### src/rtl/pool_pkg.sv
`default_nettype none
// ============================================================================
// Module   : pool_pkg
// Brief    : Activation sizing shared by the ReLU, upstream and pooling stages.
// Revision : 1.0
// ============================================================================
package pool_pkg;
  localparam int ACT_SIZE        = 5;
  typedef logic signed [ACT_SIZE-1:0] act_t;
  localparam int POOL_FIFO_DEPTH = 4;
endpackage
`default_nettype wire

### src/rtl/maxpool_fifo_if.sv
`default_nettype none
// ============================================================================
// Module   : maxpool_fifo_if
// Brief    : Window input from the ReLU side plus the pooled-result read port.
// Revision : 1.0
// ============================================================================
interface maxpool_fifo_if
  import pool_pkg::*;
#(
  parameter int DATA_SIZE  = ACT_SIZE,
  parameter int FIFO_DEPTH = POOL_FIFO_DEPTH
) ();
  localparam int CW = $clog2(FIFO_DEPTH + 1);

  logic                        in_ready;
  logic signed [DATA_SIZE-1:0] in0;
  logic signed [DATA_SIZE-1:0] in1;
  logic signed [DATA_SIZE-1:0] in2;
  logic signed [DATA_SIZE-1:0] in3;
  logic                        pool_valid;
  logic signed [DATA_SIZE-1:0] pool_data;
  logic                        pool_ready;
  logic                        overflow;
  logic [CW-1:0]               count;

  modport slave (
    input  in_ready, in0, in1, in2, in3, pool_ready,
    output pool_valid, pool_data, overflow, count
  );

  modport master (
    output in_ready, in0, in1, in2, in3, pool_ready,
    input  pool_valid, pool_data, overflow, count
  );
endinterface
`default_nettype wire

### src/rtl/sync_fifo.sv
`default_nettype none
// ============================================================================
// Module   : sync_fifo
// Brief    : First-word-fall-through FIFO; push is accepted at full when a pop
//            happens in the same cycle.
// Revision : 1.0
// ============================================================================
module sync_fifo #(
  parameter int WIDTH = 5,
  parameter int DEPTH = 4
) (
  input  wire logic                         clk,
  input  wire logic                         rst,
  input  wire logic                         i_push,
  input  wire logic [WIDTH-1:0]             i_wdata,
  input  wire logic                         i_pop,
  output logic      [WIDTH-1:0]             o_rdata,
  output logic                              o_full,
  output logic                              o_empty,
  output logic      [$clog2(DEPTH+1)-1:0]   o_count
);
  localparam int AW = $clog2(DEPTH);
  localparam int CW = $clog2(DEPTH + 1);

  logic [WIDTH-1:0] r_mem [DEPTH];
  logic [AW-1:0]    r_wptr;
  logic [AW-1:0]    r_rptr;
  logic [CW-1:0]    r_count;
  logic             w_full;
  logic             w_empty;
  logic             w_pop;
  logic             w_push;

  assign w_full  = (r_count == CW'(DEPTH));
  assign w_empty = (r_count == '0);
  assign w_pop   = i_pop & ~w_empty;
  assign w_push  = i_push & (~w_full | w_pop);

  always_ff @(posedge clk) begin
    if (w_push) begin
      r_mem[r_wptr] <= i_wdata;
    end
  end

  // Depth is a power of two, so pointer overflow is the modulo wrap.
  always_ff @(posedge clk) begin
    if (rst) begin
      r_wptr  <= '0;
      r_rptr  <= '0;
      r_count <= '0;
    end else begin
      if (w_push) r_wptr <= r_wptr + AW'(1);
      if (w_pop)  r_rptr <= r_rptr + AW'(1);
      case ({w_push, w_pop})
        2'b10:   r_count <= r_count + CW'(1);
        2'b01:   r_count <= r_count - CW'(1);
        default: r_count <= r_count;
      endcase
    end
  end

  assign o_rdata = w_empty ? '0 : r_mem[r_rptr];
  assign o_full  = w_full;
  assign o_empty = w_empty;
  assign o_count = r_count;
endmodule
`default_nettype wire

### src/rtl/maxpool_fifo.sv
`default_nettype none
// ============================================================================
// Module   : maxpool_fifo
// Brief    : 2x2 signed max-pool in two register stages feeding a result FIFO
//            with a sticky overrun flag.
// Revision : 1.0
// ============================================================================
module maxpool_fifo
  import pool_pkg::*;
#(
  parameter int DATA_SIZE  = ACT_SIZE,
  parameter int FIFO_DEPTH = POOL_FIFO_DEPTH
) (
  input  wire logic        clk,
  input  wire logic        rst,
  maxpool_fifo_if.slave    bus
);
  localparam int CW = $clog2(FIFO_DEPTH + 1);

  logic signed [DATA_SIZE-1:0] w_m01;
  logic signed [DATA_SIZE-1:0] w_m23;
  logic signed [DATA_SIZE-1:0] w_m;
  logic signed [DATA_SIZE-1:0] r_m01;
  logic signed [DATA_SIZE-1:0] r_m23;
  logic signed [DATA_SIZE-1:0] r_m;
  logic                        r_v1;
  logic                        r_v2;
  logic                        r_overflow;
  logic [DATA_SIZE-1:0]        w_rdata;
  logic                        w_full;
  logic                        w_empty;
  logic                        w_pop;
  logic [CW-1:0]               w_count;

  assign w_m01 = (bus.in0 > bus.in1) ? bus.in0 : bus.in1;
  assign w_m23 = (bus.in2 > bus.in3) ? bus.in2 : bus.in3;
  assign w_m   = (r_m01 > r_m23)     ? r_m01   : r_m23;

  always_ff @(posedge clk) begin
    if (rst) begin
      r_v1  <= 1'b0;
      r_m01 <= '0;
      r_m23 <= '0;
      r_v2  <= 1'b0;
      r_m   <= '0;
    end else begin
      r_v1 <= bus.in_ready;
      if (bus.in_ready) begin
        r_m01 <= w_m01;
        r_m23 <= w_m23;
      end
      r_v2 <= r_v1;
      r_m  <= w_m;
    end
  end

  assign w_pop = ~w_empty & bus.pool_ready;

  // A result at full survives only if the head leaves on the same edge.
  always_ff @(posedge clk) begin
    if (rst) begin
      r_overflow <= 1'b0;
    end else if (r_v2 && w_full && !w_pop) begin
      r_overflow <= 1'b1;
    end
  end

  sync_fifo #(
    .WIDTH (DATA_SIZE),
    .DEPTH (FIFO_DEPTH)
  ) u_fifo (
    .clk     (clk),
    .rst     (rst),
    .i_push  (r_v2),
    .i_wdata (r_m),
    .i_pop   (w_pop),
    .o_rdata (w_rdata),
    .o_full  (w_full),
    .o_empty (w_empty),
    .o_count (w_count)
  );

  assign bus.pool_valid = ~w_empty;
  assign bus.pool_data  = w_rdata;
  assign bus.count      = w_count;
  assign bus.overflow   = r_overflow;
endmodule
`default_nettype wire
### src/flat_wrapper.sv
// flat-port wrapper written by rule: the top's interface ports become plain ports
module maxpool_fifo_flat import pool_pkg::*;
#(
  parameter int DATA_SIZE  = ACT_SIZE,
  parameter int FIFO_DEPTH = POOL_FIFO_DEPTH
)
  (clk, rst, bus_in_ready, bus_in0, bus_in1, bus_in2, bus_in3, bus_pool_ready, bus_pool_valid, bus_pool_data, bus_overflow, bus_count);
  maxpool_fifo_if #(.DATA_SIZE(DATA_SIZE), .FIFO_DEPTH(FIFO_DEPTH)) bus_i ();
  input  wire logic clk;
  input  wire logic rst;
  input wire logic [$bits(bus_i.in_ready)-1:0] bus_in_ready;
  input wire logic [$bits(bus_i.in0)-1:0] bus_in0;
  input wire logic [$bits(bus_i.in1)-1:0] bus_in1;
  input wire logic [$bits(bus_i.in2)-1:0] bus_in2;
  input wire logic [$bits(bus_i.in3)-1:0] bus_in3;
  input wire logic [$bits(bus_i.pool_ready)-1:0] bus_pool_ready;
  output wire logic [$bits(bus_i.pool_valid)-1:0] bus_pool_valid;
  output wire logic [$bits(bus_i.pool_data)-1:0] bus_pool_data;
  output wire logic [$bits(bus_i.overflow)-1:0] bus_overflow;
  output wire logic [$bits(bus_i.count)-1:0] bus_count;
  assign bus_i.in_ready = bus_in_ready;
  assign bus_i.in0 = bus_in0;
  assign bus_i.in1 = bus_in1;
  assign bus_i.in2 = bus_in2;
  assign bus_i.in3 = bus_in3;
  assign bus_i.pool_ready = bus_pool_ready;
  assign bus_pool_valid = bus_i.pool_valid;
  assign bus_pool_data = bus_i.pool_data;
  assign bus_overflow = bus_i.overflow;
  assign bus_count = bus_i.count;
  maxpool_fifo #(.DATA_SIZE(DATA_SIZE), .FIFO_DEPTH(FIFO_DEPTH)) u_core (.clk(clk), .rst(rst), .bus(bus_i));
endmodule
### config.mk
export PLATFORM = sky130hd
export DESIGN_NAME = maxpool_fifo_flat
export DESIGN_NICKNAME = d
export VERILOG_FILES = /design/src/rtl/pool_pkg.sv /design/src/rtl/maxpool_fifo_if.sv /design/src/rtl/sync_fifo.sv /design/src/rtl/maxpool_fifo.sv /design/src/flat_wrapper.sv
export SDC_FILE = /design/constraint.sdc
export NUM_CORES = 1
export LEC_CHECK = 0
export ABC_AREA = 1
export CORE_MARGIN = 4
export CORE_UTILIZATION = 50
export CTS_CLUSTER_DIAMETER = 150
export DETAILED_ROUTE_END_ITERATION = 12
export PLACE_DENSITY = 0.75
export SYNTH_ARGS = -nofsm -noshare
export SYNTH_HDL_FRONTEND = slang
export SYNTH_SLANG_ARGS = --single-unit
### constraint.sdc
create_clock -name clk -period 2.07 [get_ports clk]
set_clock_uncertainty 0.15 [all_clocks]
set_input_delay 0.3105 -clock clk [delete_from_list [all_inputs] [get_ports clk]]
set_output_delay 0.3105 -clock clk [all_outputs]
set_load 0.1 [all_outputs]
==> metrics.txt <==
status=completed; crit-path max cell delay=350 ps; CP startpoint kind=flop; final setup fails=0; TritonRoute pass-1 iters=4; Hold Crit Depth=2; slack of the critical path=99.1 ps; VDD IR max=0.708 mV; WP data arrival=1510 ps; hold buffers post-CTS=0; Clock Path Buffers=2; GRT overflow=0; crit path kind=reg2out; overall global routing resource usage=0.156; Seq/Total Area, Yosys=0.461; crit path time final=1970 ps; drt first-iter violations=52; max-cap violations=0; via/cell ratio=4.84; vias after detailed routing=2,047; Slew @ Worst Pin=390 ps; FF-to-FF setup slack=110 ps; Placed Instance Area=3130 um^2; fin area=3300 um^2; Initial Utilization=0.521; Die Y-Extent=78.4 um; TritonCTS Buffers=5; I/O pin cnt=34; Worst R2R Path Depth=9; #FFs+latches synth=47; first-pass GRT wire length=7.58 mm; Layout fillers=384; Hold Path End=u_core.r_v2; Post-Synth Simple-Gate Area=0.235; largest family of logic cells by synthesized area=simple AND/OR/NAND/NOR gates; Mapped Cells=303; mean post-synth cell area=8.18 um^2; Worst Path Buf+Inv=2; Crit path required time=1610 ps; num rows=25; nets=399; Post-Syn Area=2480 um^2; commonest non-fill, non-tap cell in the layout=inv_1; Critical Path Sink Type=primary output; Rel. slew slack=0.739; Adder-Cell Fraction of Synth Area=0.104; Die X=78.4 um; Cell Pwr Density=1210 nW/um^2; final hold vios=0; Unique masters post-synth=24; overall power=4010 uW; Slew Viols, Final=0; static leakage=0.00144 uW; fin crit share=0.952; Worst R2R End=u_core.r_m[1]; Peak Freq=507 MHz; vias in the first global route=1,874; CTS sink count=47; Synth Warn #=0; crit path max-delay cell type=dfxtp_1; crit-path max FO=9; port bufs=33; CP top delay family=buffers and inverters; CP cell instances=buf_4 > nor2_1 > nor2_1 > o21ai_0 > a21oi_4 > buf_12; Worst R2R Start=u_core.r_m23[4]; CTS tree=done; syn nets=347; share of layout cells above drive strength 1=0.185; CTS Root Cell=clkbuf_8; Hold Crit Start=u_core.r_v1; xor and xnor area share after synthesis=0; commonest cells after routing, fill and taps aside=inv_1, nand2_1, nor2_1; dpl hpwl=3.63 mm; GPL Wtd Cong=0.817; hold crit path type=reg2reg; drt drc=0; largest net degree at the start of global routing=16; Setup WS pre-CTS=-203 ps; compound-gate portion of the synthesized area=0.106; Reg clk slew, reported paths=80 ps; Die Area=6140 um^2; DRT antenna net count=0; Placeable Area=4750 um^2; Most Frequent Cell on Critical Path=nor2_1; clock latency on the worst-skew pair=310 ps; initial antenna violation count=0; DR WL/cell=10.8 um; H-tree Lvls=2; mux contribution to synthesized area=0; Antenna Cells=0; Routed WL=4.56 mm; area grow syn2layout=33.2%
-- cell usage after synthesis --
library cell,n,share of area
a21oi_1,31,0.063
clkbuf_1,4,0.0061
clkbuf_8,1,0.0056
dfxtp_1,27,0.22
edfxtp_1,20,0.24
fa_1,1,0.0081
ha_1,19,0.096
inv_1,54,0.082
inv_2,1,0.0015
nand2_1,46,0.070
nand2_2,3,0.0076
nand2_4,2,0.0091
nand3_1,18,0.036
nand3_2,2,0.0081
nand3b_1,4,0.012
nand4_1,8,0.020
nand4_2,1,0.0050
nor2_1,36,0.055
nor2_2,4,0.010
nor3_1,1,0.0020
o21a_1,1,0.0030
o21ai_0,17,0.034
o21ai_1,1,0.0020
o21ai_2,1,0.0035
-- power breakdown --
group / internal [uW] / leakage, uW / total, uW / switching, uW
clock network: 481 / 0.0000644 / 790 / 309
registers: 1110 / 0.000409 / 1200 / 94.0
logic: 678 / 0.000969 / 2010 / 1330
-- metrics by stage --
step	TNS (ps)	cells	util	hold slack (ps)
6_report	0	423	0.694	253
3_3_place_gp	-1010	414	0.658	239
5_1_grt	-87.6	423	0.694	276
4_1_cts	0	422	0.687	254
2_1_floorplan	-379	303	-	230
3_5_place_dp	-1590	414	0.658	242
-- worst reg2reg max path, cell delays in order, from the launching register on --
cell,delay [ps]
dfxtp_1,360
inv_1,60
ha_2,390
nand2_1,100
nor3_1,320
o21ai_2,130
o21ai_2,130
nand3b_1,110
nand2_1,80
nor2_1,40
-- layout make-up --
type / instances / area, um^2 / share of cell area
clock inverters: 3 / 67.6 / 0.0205
well taps: 67 / 83.8 / 0.0254
repair buffers: 49 / 500 / 0.152
inverters: 55 / 213 / 0.0644
multi-input cells: 197 / 1210 / 0.368
clock buffers: 5 / 68.8 / 0.0208
flip-flops and latches: 47 / 1150 / 0.350
-- cells by family (layout without fill, tap and decap cells) --
family / after synthesis / after routing
AO/OA/AOI/OAI: 51 / 52
adder cells (fa/ha/maj): 20 / 20
buffers and inverters: 60 / 112
flip-flops: 47 / 47
AND/OR/NAND/NOR: 125 / 125
-- registers in the layout, summed over array words and instances, names as in the netlist, named ones only --
| register | flops |
|---|---|
| u_core.r_m | 5 |
| u_core.u_fifo.r_rptr | 2 |
| u_core.r_m01 | 5 |
| u_core.u_fifo.r_mem | 20 |
| u_core.r_m23 | 5 |
| u_core.r_v2 | 1 |
| u_core.u_fifo.o_count | 3 |
| u_core.bus.overflow | 1 |
| u_core.u_fifo.r_wptr | 2 |
| u_core.r_v1 | 1 |
-- what timing repair did --
item / CTS / global route
endpoints found under the setup margin: 0 / 16
gates resized for setup: 0 / 8
buffers inserted: 0 / 0
-- layer usage --
layer | share of wire | vias to the layer above | track usage | routed length, um
li1 | - | 1095 | - | -
met1 | 0.41 | 901 | 0.153 | 1860
met5 | 0 | - | 0 | 0
met2 | 0.53 | 44 | 0.295 | 2410
met3 | 0.044 | 7 | 0.0482 | 201
met4 | 0.020 | 0 | 0.0717 | 89
-- worst max path at each step --
stage | from | end | slack, ps | cells after the start
after detailed placement | bus_in3[4] | u_core.r_m23[0] | -200 | 10
after CTS | flop | bus_pool_data[4] | 60 | 5
after floorplan | u_core.u_fifo.o_count[0] | bus_pool_data[0] | -70 | 4
after global placement | bus_in3[4] | u_core.r_m23[1] | -130 | 10
after global routing | u_core.r_m23[4] | u_core.r_m[3] | -40 | 9
final | flop | bus_pool_data[4] | 100 | 6
(Power assumes the default switching activity.)
